<file path="src/rtl/coreriscv_axi4_grant_issuer_pkg.sv">
// Shared TileLink grant definitions: type codes, sizing, and grant-type classification helpers.
// The client finish unit reuses the same classification functions.
package coreriscv_axi4_grant_issuer_pkg;

   localparam int unsigned NBEATS   = 8;
   localparam int unsigned NXACT    = 4;
   localparam int unsigned BEAT_W   = $clog2(NBEATS);
   localparam int unsigned XID_W    = $clog2(NXACT);
   localparam int unsigned OCNT_W   = $clog2(NXACT + 1);
   localparam int unsigned GTYPE_W  = 4;
   localparam int unsigned CLIENT_W = 2;

   localparam logic [GTYPE_W-1:0] G_VOLUNTARY_ACK  = 4'd0;
   localparam logic [GTYPE_W-1:0] G_GET_DATA_BEAT  = 4'd4;
   localparam logic [GTYPE_W-1:0] G_GET_DATA_BLOCK = 4'd5;
   localparam logic [GTYPE_W-1:0] G_GRANT_SHARED   = 4'd0;

   typedef enum logic {ST_IDLE, ST_SEND} state_t;

   typedef struct packed {
      logic [CLIENT_W-1:0] client_id;
      logic                client_xact_id;
      logic                is_builtin_type;
      logic [GTYPE_W-1:0]  g_type;
   } grant_req_t;

   function automatic logic requires_ack(input logic is_builtin, input logic [GTYPE_W-1:0] g_type);
      return !(is_builtin && (g_type == G_VOLUNTARY_ACK));
   endfunction

   function automatic logic is_multibeat(input logic is_builtin, input logic [GTYPE_W-1:0] g_type);
      return is_builtin ? (g_type == G_GET_DATA_BLOCK) : (g_type == G_GRANT_SHARED);
   endfunction

   function automatic logic is_single_data(input logic is_builtin, input logic [GTYPE_W-1:0] g_type);
      return is_builtin && (g_type == G_GET_DATA_BEAT);
   endfunction

   function automatic logic has_data(input logic is_builtin, input logic [GTYPE_W-1:0] g_type);
      return is_multibeat(is_builtin, g_type) | is_single_data(is_builtin, g_type);
   endfunction

   function automatic logic [OCNT_W-1:0] popcount(input logic [NXACT-1:0] v);
      logic [OCNT_W-1:0] n;
      n = '0;
      for (int i = 0; i < int'(NXACT); i++) n = n + OCNT_W'(v[i]);
      return n;
   endfunction

endpackage

</file>
<file path="src/rtl/coreriscv_axi4_xact_id_pool.sv">
// Manager transaction-id pool: busy bitmap, lowest-free allocation, release on Finish,
// registered occupancy count and a pulse when a Finish names an idle slot.
module coreriscv_axi4_xact_id_pool
   import coreriscv_axi4_grant_issuer_pkg::*;
(
   input  logic              clk,
   input  logic              reset,
   input  logic              alloc,
   input  logic              free,
   input  logic [XID_W-1:0]  free_id,
   output logic [XID_W-1:0]  alloc_id,
   output logic              any_free,
   output logic [OCNT_W-1:0] outstanding,
   output logic              free_error
);

   logic [NXACT-1:0] busy;
   logic [NXACT-1:0] busy_next;

   // Descending scan so the lowest free index wins.
   always_comb begin
      alloc_id = '0;
      any_free = 1'b0;
      for (int i = int'(NXACT) - 1; i >= 0; i--) begin
         if (!busy[i]) begin
            alloc_id = XID_W'(i);
            any_free = 1'b1;
         end
      end
   end

   // Allocation sees the pre-release bitmap; it never targets a busy slot.
   always_comb begin
      busy_next = busy;
      if (free) busy_next[free_id] = 1'b0;
      if (alloc && any_free) busy_next[alloc_id] = 1'b1;
   end

   always_ff @(posedge clk) begin
      if (reset) begin
         busy        <= '0;
         outstanding <= '0;
         free_error  <= 1'b0;
      end else begin
         busy        <= busy_next;
         outstanding <= popcount(busy_next);
         free_error  <= free && !busy[free_id];
      end
   end

endmodule

</file>
<file path="src/rtl/coreriscv_axi4_grant_issuer.sv">
// Manager-side Grant issuer: accepts grant requests, allocates manager_xact_id slots,
// streams single or multi-beat grants toward the client and retires slots on Finish.
module coreriscv_axi4_grant_issuer
   import coreriscv_axi4_grant_issuer_pkg::*;
#(
   parameter int unsigned MANAGER_ID = 0,
   parameter int unsigned DATA_W     = 64
) (
   input  logic                clk,
   input  logic                reset,
   output logic                io_req_ready,
   input  logic                io_req_valid,
   input  logic [1:0]          io_req_bits_client_id,
   input  logic                io_req_bits_client_xact_id,
   input  logic                io_req_bits_is_builtin_type,
   input  logic [3:0]          io_req_bits_g_type,
   output logic                io_data_ready,
   input  logic                io_data_valid,
   input  logic [DATA_W-1:0]   io_data_bits,
   input  logic                io_grant_ready,
   output logic                io_grant_valid,
   output logic [1:0]          io_grant_bits_header_src,
   output logic [1:0]          io_grant_bits_header_dst,
   output logic [2:0]          io_grant_bits_payload_addr_beat,
   output logic                io_grant_bits_payload_client_xact_id,
   output logic [1:0]          io_grant_bits_payload_manager_xact_id,
   output logic                io_grant_bits_payload_is_builtin_type,
   output logic [3:0]          io_grant_bits_payload_g_type,
   output logic [DATA_W-1:0]   io_grant_bits_payload_data,
   output logic                io_finish_ready,
   input  logic                io_finish_valid,
   input  logic [1:0]          io_finish_bits_manager_xact_id,
   output logic [2:0]          io_outstanding,
   output logic                io_finish_error
);

   state_t             state;
   grant_req_t         req;
   grant_req_t         hdr;
   logic [XID_W-1:0]   mxid;
   logic [BEAT_W-1:0]  beat;
   logic               hdr_has_data;
   logic               hdr_multibeat;
   logic               req_needs_ack;
   logic               req_fire;
   logic               grant_fire;
   logic [XID_W-1:0]   alloc_id;
   logic               any_free;
   logic               sending;

   assign req = '{client_id:       io_req_bits_client_id,
                  client_xact_id:  io_req_bits_client_xact_id,
                  is_builtin_type: io_req_bits_is_builtin_type,
                  g_type:          io_req_bits_g_type};

   assign req_needs_ack = requires_ack(req.is_builtin_type, req.g_type);
   assign sending       = (state == ST_SEND);
   assign io_req_ready  = !reset && (state == ST_IDLE) && (!req_needs_ack || any_free);
   assign req_fire      = io_req_valid && io_req_ready;

   // Data grants are paced by the data source; ack-only grants are offered unconditionally.
   assign io_grant_valid = sending && (hdr_has_data ? io_data_valid : 1'b1);
   assign io_data_ready  = sending && hdr_has_data && io_grant_ready;
   assign grant_fire     = io_grant_valid && io_grant_ready;

   assign io_grant_bits_header_src              = 2'(MANAGER_ID);
   assign io_grant_bits_header_dst              = hdr.client_id;
   assign io_grant_bits_payload_addr_beat       = beat;
   assign io_grant_bits_payload_client_xact_id  = hdr.client_xact_id;
   assign io_grant_bits_payload_manager_xact_id = mxid;
   assign io_grant_bits_payload_is_builtin_type = hdr.is_builtin_type;
   assign io_grant_bits_payload_g_type          = hdr.g_type;
   assign io_grant_bits_payload_data            = (sending && hdr_has_data) ? io_data_bits : '0;
   assign io_finish_ready                       = 1'b1;

   coreriscv_axi4_xact_id_pool u_pool (
      .clk         (clk),
      .reset       (reset),
      .alloc       (req_fire && req_needs_ack),
      .free        (io_finish_valid),
      .free_id     (io_finish_bits_manager_xact_id),
      .alloc_id    (alloc_id),
      .any_free    (any_free),
      .outstanding (io_outstanding),
      .free_error  (io_finish_error)
   );

   always_ff @(posedge clk) begin
      if (reset) begin
         state         <= ST_IDLE;
         hdr           <= '0;
         mxid          <= '0;
         beat          <= '0;
         hdr_has_data  <= 1'b0;
         hdr_multibeat <= 1'b0;
      end else begin
         case (state)
            ST_IDLE: begin
               if (req_fire) begin
                  hdr           <= req;
                  mxid          <= req_needs_ack ? alloc_id : '0;
                  hdr_has_data  <= has_data(req.is_builtin_type, req.g_type);
                  hdr_multibeat <= is_multibeat(req.is_builtin_type, req.g_type);
                  beat          <= '0;
                  state         <= ST_SEND;
               end
            end
            ST_SEND: begin
               // Fields and beat index hold while the network back-pressures.
               if (grant_fire) begin
                  if (hdr_multibeat && (beat != BEAT_W'(NBEATS - 1))) begin
                     beat <= beat + BEAT_W'(1);
                  end else begin
                     beat  <= '0;
                     state <= ST_IDLE;
                  end
               end
            end
            default: state <= ST_IDLE;
         endcase
      end
   end

endmodule

</file>
<file path="config.mk">
export PLATFORM = sky130hd
export DESIGN_NAME = coreriscv_axi4_grant_issuer
export DESIGN_NICKNAME = d
export VERILOG_FILES = /design/src/rtl/coreriscv_axi4_grant_issuer_pkg.sv /design/src/rtl/coreriscv_axi4_xact_id_pool.sv /design/src/rtl/coreriscv_axi4_grant_issuer.sv
export SDC_FILE = /design/constraint.sdc
export NUM_CORES = 1
export LEC_CHECK = 0
export ABC_AREA = 1
export BUFFER_PORTS_ARGS = -buffer_cell sky130_fd_sc_hd__buf_2
export CAP_MARGIN = 30
export CORE_UTILIZATION = 37
export DETAILED_ROUTE_END_ITERATION = 6
export GPL_ROUTABILITY_DRIVEN = 1
export PLACE_DENSITY = 0.8
export SETUP_SLACK_MARGIN = 0.15
export SLEW_MARGIN = 30
export SYNTH_ARGS = -nofsm -noshare
export SYNTH_HDL_FRONTEND = slang
export SYNTH_SLANG_ARGS = --single-unit
</file>
<file path="constraint.sdc">
create_clock -name clk -period 2.3 [get_ports clk]
set_clock_uncertainty 0.1 [all_clocks]
set_input_delay 0.23 -clock clk [delete_from_list [all_inputs] [get_ports clk]]
set_output_delay 0.23 -clock clk [all_outputs]
set_load 0.03 [all_outputs]
</file>
==> results of run 1 <==
-- worst paths after layout --
check	start	cells past startpoint	to	slack, ns
setup / recovery	u_pool.busy[3]$_SDFF_PP0_	14	u_pool.outstanding[1]$_SDFF_PP0_	0.15
hold / removal	io_req_bits_client_id[1]	3	io_grant_bits_header_dst[1]$_SDFFE_PP0P_	0.12
setup reg to reg	u_pool.busy[3]$_SDFF_PP0_	14	u_pool.outstanding[1]$_SDFF_PP0_	0.15
hold reg to reg	io_grant_bits_payload_g_type[1]$_SDFFE_PP0P_	2	io_grant_bits_payload_g_type[1]$_SDFFE_PP0P_	0.38
-- area by class of cell --
class	count	area (sq um)	area share, %
Clock inverter	1	30.03	1.071
Clock buffer	3	41.29	1.473
Timing Repair Buffer	172	883.3	31.52
Multi-Input combinational cell	182	958.4	34.20
Tap cell	54	67.56	2.411
Sequential cell	24	494.2	17.63
Inverter	86	327.8	11.70
-- per-stage QoR --
stage,instances,setup WS (ns),hold WS [ns]
CTS,518,0.1333,0.1227
global placement,514,0.1424,0.3527
finish,522,0.1542,0.1169
floorplan,306,0.2042,0.2919
global route,522,0.06135,0.1173
detailed placement,514,0.06119,0.3620
-- per-layer routing --
layer	part of all wire, %	vias to the layer above
met3	12	6
met2	48	114
li1	-	1188
met4	0.63	0
met1	40	1007
met5	0	-
-- sequential cells by signal (all words and copies together) (netlist names) --
| signal | count |
|---|---|
| hdr_has_data | 1 |
| io_grant_bits_payload_client_xact_id | 1 |
| u_pool.outstanding | 3 |
| io_grant_bits_header_dst | 2 |
| io_grant_bits_payload_is_builtin_type | 1 |
| io_grant_bits_payload_manager_xact_id | 2 |
| u_pool.free_error | 1 |
| u_pool.busy | 4 |
| sending | 1 |
| hdr_multibeat | 1 |
| io_grant_bits_payload_g_type | 4 |
| io_grant_bits_payload_addr_beat | 3 |
-- synth_stat cells (all sizes together) --
master and n:
nor3 3, dfxtp 24, o21ai 3, a21oi 18, nor2 89, nand2 41, fa 1, buf 13
a2bb2oi 1, clkbuf 1, nand3 15, inv 86, conb 2, and2 1, nand4 2, a21boi 1
ha 4
-- report_power, final --
part / switching (mW) / internal, mW / leakage (nW) / total, mW
registers: 0.0158 / 0.433 / 0.199 / 0.449
logic: 0.198 / 0.118 / 1.68 / 0.316
clock network: 0.138 / 0.233 / 0.0357 / 0.371
-- cells by family after synthesis --
| kind of cell | after synthesis |
|---|---|
| simple gates | 151 |
| buf+inv | 100 |
| flops | 24 |
| compound gates | 23 |
| fa+ha+maj | 5 |
| other cells | 2 |
-- timing repair --
item	4_1_cts	5_1_grt
setup endpoints to repair	23	2
endpoints found under the hold margin	0	0
pin swaps	1	8
resized for setup	6	17
buffers inserted	0	4
-- worst reg2reg max path, delay by kind of cell, from the launching register on --
| kind | cells | cell delay, ns |
|---|---|---|
| flops | 1 | 0.38 |
| fa+ha+maj | 3 | 0.85 |
| simple gates | 6 | 0.46 |
| buf+inv | 5 | 0.27 |
==> flow_metrics.py, run 1 <==
metrics = {
    "status": {
        "status": "completed",
    },
    "synthesis": {
        "yosysWarnings": 0,
        "synth_simple_gate_area_share_pct": 36.82,
        "synth.distinct_cells": 27,
        "yosysSeqAreaShare_pct": 26.63,
        "syn_area_sq_um": 1804,
        "synth-seq-cells": 24,
        "yosysTopAreaCell": "dfxtp_1",
        "synth_fa_ha_area_share_pct": 3.883,
        "synth_xor_area_share_pct": 0,
        "ys_top_cells_by_area": "dfxtp_1, inv_1, nor2_1",
        "synthMuxAreaShare_pct": 0,
        "syn_inst": 305,
        "synth_top_family_by_area": "simple AND/OR/NAND/NOR gates",
        "syn_area_per_cell_sq_um": 5.916,
        "synth_compound_area_share_pct": 9.639,
        "synth_top_cell_area_share_pct": 26.63,
    },
    "drt": {
        "vias": 2315,
        "wl_per_cell_um": 11.78,
        "drc": 0,
        "postRouteAntennaNets": 0,
        "firstDrtPassIters": 4,
        "totalWireLength_um": 6149,
        "dr.first_iter.drc_count": 82,
        "viasPerCell": 4.435,
    },
    "worst_setup_path": {
        "worst_path_most_repeated_cell": "inv_2",
        "cp-end-kind": "register",
        "crit_buf_inv": 5,
        "cp_slowest_cell": "dfxtp_4",
        "required_ns": 2.37,
        "start_kind": "register",
        "slowest_delay_ns": 0.38,
        "path_cells": "nand2_4 > inv_4 > nand2_2 > nand4_1 > nand2_1 > nand2_1 > inv_1 > ha_1 > inv_2 > fa_2 > inv_2 > ha_4 > inv_2 > nor2_1",
        "crit_family": "adder cells",
        "worst-endpoint-arrival_ns": 2.21,
        "crit_type": "reg2reg",
        "critPathMaxFanout": 4,
    },
    "pwr": {
        "finalPower_mw": 1.136,
        "p_leak_nw": 1.911,
        "powerDensity_nw_per_um2": 405.4,
        "max-vdd-ir-drop_mv": 0.3754,
    },
    "floorplan": {
        "io-pin-count": 167,
        "die-area_sq_um": 5160,
        "core-area_sq_um": 4692,
        "num_rows": 25,
        "fp.dieW_um": 71.83,
        "die_h_um": 71.83,
        "initial_core_util_pct": 38.45,
    },
    "final_layout": {
        "final_common_cell": "buf_2",
        "area_growth_pct": 55.34,
        "fin_nets": 554,
        "layout_common_cells": "buf_2, nor2_1, inv_1",
        "drive_gt1_share_pct": 47.22,
        "finish.utilization_pct": 59.73,
        "fillCellCount": 468,
        "fin_area_sq_um": 2803,
        "diodes": 0,
    },
    "cts": {
        "clkTransAtPathRegs_ns": 0.09,
        "cts_hold_buf": 0,
        "cts-root-buf": "clkbuf_8",
        "cts_tree": "done",
        "cts_made_buffers": 3,
        "clock_latency_ns": 0.27,
        "clock_sinks": 24,
        "htree_num_levels": 1,
        "cts_buffer_depth": 2,
    },
    "sta": {
        "fin_crit_ns": 2.146,
        "finalSetupTns_ns": 0,
        "maxSlewViolCount": 0,
        "fin_crit_sh_pct": 93.30,
        "max_freq_mhz": 466.0,
        "setup_viol": 0,
        "finalHoldViolCount": 0,
        "rsz0062_at_grt": "yes",
    },
    "placed_design": {
        "gp_congestion": 0.8115,
        "place_area_sq_um": 2646,
        "port_buffers": 163,
        "dp_hpwl_um": 4778,
    },
    "grt": {
        "grt_start_max_net_pins": 43,
        "grt_pass1_vias": 1959,
        "met1_usage_pct": 23.71,
        "grt_pass1_wl_um": 8694,
        "grt_use_met2_pct": 38.16,
        "grt_overflow": 0,
        "use_met3_pct": 8.579,
        "grt-busiest-layer": "met2",
        "antenna_found_initial": 0,
        "grt.total_usage_pct": 21.05,
    },
    "job": {
        "maxCapViolCount": 0,
    },
    "hold_path": {
        "hold_path.class": "in2reg",
    },
}
(Power assumes the default switching activity.)
==> run 2, diff against run 1 <==
--- a/config.mk
+++ b/config.mk
@@ -8,10 +8,10 @@
 export ABC_AREA = 1
 export BUFFER_PORTS_ARGS = -buffer_cell sky130_fd_sc_hd__buf_2
 export CAP_MARGIN = 30
-export CORE_UTILIZATION = 37
+export CORE_UTILIZATION = 34
 export DETAILED_ROUTE_END_ITERATION = 6
 export GPL_ROUTABILITY_DRIVEN = 1
-export PLACE_DENSITY = 0.8
+export PLACE_DENSITY = 0.78
 export SETUP_SLACK_MARGIN = 0.15
 export SLEW_MARGIN = 30
 export SYNTH_ARGS = -nofsm -noshare
==> constraint.sdc (replaced) <==
create_clock -name clk -period 1.7 [get_ports clk]
set_clock_uncertainty 0.1 [all_clocks]
set_input_delay 0.17 -clock clk [delete_from_list [all_inputs] [get_ports clk]]
set_output_delay 0.17 -clock clk [all_outputs]
set_load 0.03 [all_outputs]
==> run 2 against run 1 <==
Effect of this change: the run now ends with setup timing left; critical path depth is the same; cell area increased by 63%; via count increased by 35%; die area is 8.6% higher; core utilization grew 30 points; sequential share of layout area fell by 7.0 points; sequential power rose by 37%; hold slack worse by 0.017 ns; register-to-register slack got worse by 0.65 ns; largest cell class is now buffers; largest power group is now combinational logic.
==> flow_metrics.py, run 2 (synthesis results as in run 1) <==
metrics = {
    "job": {
        "maxCapViolCount": 0,
    },
    "sta": {
        "finalHoldViolCount": 0,
        "tightest_slew_ns": 0.5022,
        "maxSlewViolCount": 0,
        "relSlewSlack_pct": 66.17,
        "fin_crit_ns": 2.201,
        "fin_crit_sh_pct": 129.5,
        "rsz0062_at_grt": "yes",
        "max_freq_mhz": 454.4,
        "fin_ws_ns": -0.5008,
        "setup_viol": 48,
    },
    "placed_design": {
        "place_worst_setup_slack_ns": -0.4343,
        "dp_cells": 556,
        "port_buffers": 163,
        "gp_congestion": 0.8026,
        "dp_hpwl_um": 5311,
    },
    "cts": {
        "clkTransAtPathRegs_ns": 0.09,
        "clock_latency_ns": 0.28,
        "cts-root-buf": "clkbuf_8",
        "cts_hold_buf": 0,
        "cts_made_buffers": 3,
        "cts_buffer_depth": 2,
        "cts_tree": "done",
        "clock_sinks": 24,
        "htree_num_levels": 1,
    },
    "drt": {
        "viasPerCell": 5.227,
        "dr.first_iter.drc_count": 182,
        "drc": 0,
        "vias": 3131,
        "wl_per_cell_um": 21.23,
        "postRouteAntennaNets": 0,
        "firstDrtPassIters": 6,
        "totalWireLength_um": 12710,
    },
    "floorplan": {
        "fp.dieW_um": 74.85,
        "num_rows": 26,
        "io-pin-count": 167,
        "core-area_sq_um": 5107,
        "die_h_um": 74.85,
        "initial_core_util_pct": 35.33,
        "die-area_sq_um": 5602,
    },
    "worst_setup_path": {
        "rr_endpoint": "u_pool.outstanding[1]$_SDFF_PP0_",
        "cp-end-kind": "register",
        "required_ns": 1.77,
        "r2r_slack_ns": -0.50,
        "crit_type": "reg2reg",
        "worst-endpoint-arrival_ns": 2.27,
        "critPathMaxFanout": 3,
        "start_kind": "register",
        "reg2reg_depth": 14,
        "r2r_start": "u_pool.busy[0]$_SDFF_PP0_",
    },
    "final_layout": {
        "multi_input_area_sq_um": 1521,
        "fillCellCount": 199,
        "final-instance-count-excl-fill": 599,
        "area_growth_pct": 153.6,
        "layout_common_cells": "buf_2, buf_6, inv_1",
        "finish.utilization_pct": 89.59,
        "drive_gt1_share_pct": 68.75,
        "seq_area_sq_um": 488.0,
        "final_common_cell": "buf_2",
        "fin_nets": 614,
    },
    "hold_path": {
        "min_from": "io_req_bits_client_xact_id",
        "worstHoldEndpoint": "io_grant_bits_payload_client_xact_id$_SDFFE_PP0P_",
        "hold_path.class": "in2reg",
        "holdPathStages": 3,
    },
    "grt": {
        "grt_overflow": 0,
        "grt_start_max_net_pins": 20,
        "antenna_found_initial": 0,
        "grt_pass1_vias": 2786,
        "grt.total_usage_pct": 33.50,
        "grt_pass1_wl_um": 13730,
    },
    "status": {
        "violations": "setup timing",
        "status": "finished, violations left",
    },
    "pwr": {
        "p_leak_nw": 2.360,
        "max-vdd-ir-drop_mv": 0.9045,
        "powerDensity_nw_per_um2": 412.5,
    },
}
-- run 2: cell types whose count changed in the layout (fill, tap and decap cells not counted), moves of 5 or more --
cell,previous run,this run
buf_2,163,96
nand2_1,27,22
nor2_4,2,67
buf_4,9,38
inv_2,3,8
buf_6,0,80
nor2_1,85,16
nand2_2,11,16
buf_16,0,8
-- run 2: worst max-delay path, cell delays in order, from the launching register on --
cell	delay (ns)
dfxtp_2	0.37
nand2_2	0.07
inv_2	0.07
buf_4	0.10
buf_4	0.09
buf_4	0.10
buf_4	0.11
nand3_1	0.10
o21ai_2	0.17
inv_1	0.09
fa_2	0.39
inv_2	0.07
ha_4	0.19
inv_2	0.05
nor2_2	0.02
-- run 2: cell type report --
class                           instances  share of cell area [%]
Clock inverter                          1                  0.6563
Inverter                               86                   7.055
Antenna cell                            1                 0.05469
Timing Repair Buffer                  231                   45.50
Clock buffer                            3                  0.9024
Tap cell                               70                   1.914
Multi-Input combinational cell        183                   33.25
Sequential cell                        24                   10.66
-- run 2: timing repair --
action                                  in CTS  in global routing
gates cloned                                 6                  5
pin swaps                                   60                 58
endpoints found under the setup margin      69                 87
setup buffers                               15                 12
resized for setup                          286                 36
-- run 2: metrics by stage --
stage	TNS, ns	instance area [sq um]	total power [mW]	hold slack, ns
after floorplan	-0.6663	1814	0.8807	0.2319
after global placement	-0.8503	2880	1.077	0.3475
after detailed placement	-1.071	2880	1.087	0.3573
after CTS	-0.9908	4220	1.752	0.06785
after global routing	-7.647	4573	1.941	0.09107
final	-5.890	4576	1.887	0.09995
-- run 2: worst max path at each step --
stage | slack (ns) | endpoint | cells past startpoint | from
global placement | -0.36 | u_pool.outstanding[1]$_SDFF_PP0_ | 14 | io_req_bits_g_type[2]
CTS | -0.37 | u_pool.outstanding[1]$_SDFF_PP0_ | 14 | u_pool.busy[0]$_SDFF_PP0_
floorplan | -0.30 | u_pool.outstanding[1]$_SDFF_PP0_ | 14 | u_pool.busy[0]$_SDFF_PP0_
finish | -0.50 | u_pool.outstanding[1]$_SDFF_PP0_ | 14 | u_pool.busy[0]$_SDFF_PP0_
detailed placement | -0.43 | u_pool.outstanding[1]$_SDFF_PP0_ | 14 | io_req_bits_g_type[2]
global route | -0.55 | u_pool.outstanding[1]$_SDFF_PP0_ | 14 | u_pool.busy[0]$_SDFF_PP0_
-- run 2: power by group --
| group | switching, mW | leakage (nW) | total (mW) | internal, mW |
|---|---|---|---|---|
| logic | 0.443 | 2.13 | 0.752 | 0.309 |
| registers | 0.0244 | 0.198 | 0.614 | 0.590 |
| clock network | 0.206 | 0.0357 | 0.521 | 0.315 |
-- run 2: metal layers --
metal  vias up  share of wire (%)  GRT usage, %  wire, um
met2       273                 49         59.46      6221
li1       1326                  -             -         -
met5         -                  0             0         0
met1      1424                 32         36.29      4037
met3       108                 11         8.166      1457
met4         0                7.8         19.29       998
==> run 3, diff against run 2 <==
--- a/config.mk
+++ b/config.mk
@@ -8,10 +8,12 @@
 export ABC_AREA = 1
 export BUFFER_PORTS_ARGS = -buffer_cell sky130_fd_sc_hd__buf_2
 export CAP_MARGIN = 30
-export CORE_UTILIZATION = 34
+export CORE_UTILIZATION = 35
+export CTS_BUF_LIST = sky130_fd_sc_hd__clkbuf_8
 export DETAILED_ROUTE_END_ITERATION = 6
 export GPL_ROUTABILITY_DRIVEN = 1
-export PLACE_DENSITY = 0.78
+export PLACE_DENSITY = 0.8
+export RECOVER_POWER = 25
 export SETUP_SLACK_MARGIN = 0.15
 export SLEW_MARGIN = 30
 export SYNTH_ARGS = -nofsm -noshare
==> run 3 against run 2 <==
Effect of this change: die area shrank 2.8%; setup slack lost 0.010 ns; first-iteration DRC count shrank 3.3%; via count shrank 2.8%; largest cell class unchanged; the flow still finishes with violations (setup timing); count of clock-buffer cells in the layout is the same.
==> flow_metrics.py, run 3 (synthesis results as in run 1) <==
metrics = {
    "worst_setup_path": {
        "slowest_delay_ns": 0.36,
        "crit_buf_inv": 5,
        "start_kind": "register",
        "worst-endpoint-arrival_ns": 2.29,
        "required_ns": 1.78,
        "cp-end-kind": "register",
        "critPathMaxFanout": 4,
        "path_cells": "nand2_2 > inv_2 > nand2_1 > nand4_1 > nand2_1 > nand2_2 > inv_2 > ha_4 > inv_2 > fa_2 > inv_2 > ha_4 > inv_2 > nor2_1",
        "crit_family": "adder cells",
        "crit_type": "reg2reg",
        "worst_path_most_repeated_cell": "inv_2",
        "cp_slowest_cell": "dfxtp_2",
    },
    "cts": {
        "cts_hold_buf": 0,
        "clkTransAtPathRegs_ns": 0.10,
        "cts_tree": "done",
        "cts_buffer_depth": 2,
        "cts_made_buffers": 3,
        "clock_latency_ns": 0.29,
        "cts-root-buf": "clkbuf_8",
        "clock_sinks": 24,
        "htree_num_levels": 1,
    },
    "floorplan": {
        "core-area_sq_um": 4848,
        "die-area_sq_um": 5446,
        "io-pin-count": 167,
        "initial_core_util_pct": 37.21,
        "die_h_um": 73.80,
        "fp.dieW_um": 73.80,
        "num_rows": 25,
    },
    "sta": {
        "maxSlewViolCount": 0,
        "fin_crit_ns": 2.211,
        "fin_ws_ns": -0.5112,
        "finalSetupTns_ns": -1.689,
        "rsz0062_at_grt": "yes",
        "relSlewSlack_pct": 63.22,
        "tightest_slew_ns": 0.5460,
        "finalHoldViolCount": 0,
        "fin_crit_sh_pct": 130.1,
        "setup_viol": 30,
        "max_freq_mhz": 452.2,
        "holdWs_ns": 0.06319,
    },
    "grt": {
        "antenna_found_initial": 0,
        "grt_pass1_vias": 2617,
        "grt_overflow": 0,
        "grt_start_max_net_pins": 20,
        "grt_pass1_wl_um": 12270,
        "grt.total_usage_pct": 29.54,
    },
    "placed_design": {
        "port_buffers": 163,
        "gp_congestion": 0.8173,
        "dp_cells": 553,
        "dp_hpwl_um": 4765,
        "place_area_sq_um": 2877,
    },
    "final_layout": {
        "final_common_cell": "buf_2",
        "diodes": 0,
        "fin_area_sq_um": 4392,
        "fillCellCount": 187,
        "drive_gt1_share_pct": 66.99,
        "layout_common_cells": "buf_2, inv_1, buf_6",
        "fin_nets": 601,
        "final-instance-count-excl-fill": 582,
        "area_growth_pct": 143.4,
    },
    "drt": {
        "drc": 0,
        "wl_per_cell_um": 20.05,
        "dr.first_iter.drc_count": 176,
        "firstDrtPassIters": 5,
        "viasPerCell": 5.230,
        "vias": 3044,
        "totalWireLength_um": 11670,
        "postRouteAntennaNets": 0,
    },
    "pwr": {
        "max-vdd-ir-drop_mv": 0.5893,
        "finalPower_mw": 1.893,
        "powerDensity_nw_per_um2": 431.0,
        "p_leak_nw": 2.241,
    },
    "status": {
        "violations": "setup timing",
        "status": "finished, violations left",
    },
    "job": {
        "maxCapViolCount": 0,
    },
    "hold_path": {
        "hold_path.class": "in2reg",
    },
}
==> run 3: cell count changes in the layout (fill, tap and decap cells not counted), sizes merged <==
cell	delta
buf	-21
clkbuf	+7
nand2	+1
diode	-1
==> run 3: layout make-up <==
type	count	area (sq um)	area share, %
Clock buffer	3	41.29	0.9402
Clock inverter	1	30.03	0.6838
Inverter	86	322.8	7.350
Multi-Input combinational cell	184	1569	35.73
Sequential cell	24	488.0	11.11
Tap cell	67	83.83	1.909
Timing Repair Buffer	217	1857	42.28
==> run 3: worst paths after layout <==
kind | from | endpoint | slack (ns) | cells after the start
worst min register to register | io_grant_bits_payload_g_type[1]$_SDFFE_PP0P_ | io_grant_bits_payload_g_type[1]$_SDFFE_PP0P_ | 0.39 | 2
worst max register to register | u_pool.busy[3]$_SDFF_PP0_ | u_pool.outstanding[1]$_SDFF_PP0_ | -0.51 | 14
worst max-delay path | u_pool.busy[3]$_SDFF_PP0_ | u_pool.outstanding[1]$_SDFF_PP0_ | -0.51 | 14
worst min-delay path | io_req_bits_client_id[0] | io_grant_bits_header_dst[0]$_SDFFE_PP0P_ | 0.06 | 3
==> run 3: where the power goes <==
part / switching, mW / internal [mW] / leakage [nW]
combinational: 0.438 / 0.299 / 2.01
clock: 0.225 / 0.316 / 0.0357
sequential: 0.0255 / 0.590 / 0.198
==> run 3: repair_timing <==
| action | 4_1_cts | 5_1_grt |
|---|---|---|
| pin swaps | 6 | 17 |
| endpoints found under the setup margin | 69 | 84 |
| buffers inserted | 8 | 6 |
| gates cloned | 3 | 8 |
| gates resized for setup | 233 | 80 |
==> run 3: layer usage <==
layer / track usage (%) / vias up / share of wire, %
met5: 0 / - / 0
met4: 8.761 / 0 / 5.9
met3: 6.722 / 78 / 9.4
met2: 57.29 / 243 / 52
met1: 31.23 / 1420 / 33
li1: - / 1303 / -
==> run 3: worst reg2reg max path, cell delays in order (launching register included) <==
cell	delay [ns]
dfxtp_2	0.36
nand2_2	0.08
inv_2	0.07
nand2_1	0.06
nand4_1	0.17
nand2_1	0.13
nand2_2	0.11
inv_2	0.05
ha_4	0.26
inv_2	0.03
fa_2	0.35
inv_2	0.07
ha_4	0.19
inv_2	0.04
nor2_1	0.03
==> run 3: through the flow <==
stage	worst slack [ns]	util [%]
finish	-0.5112	90.58
global route	-0.5520	90.58
CTS	-0.3325	79.41
detailed placement	-0.4496	59.33
global placement	-0.3619	59.33
floorplan	-0.3048	-
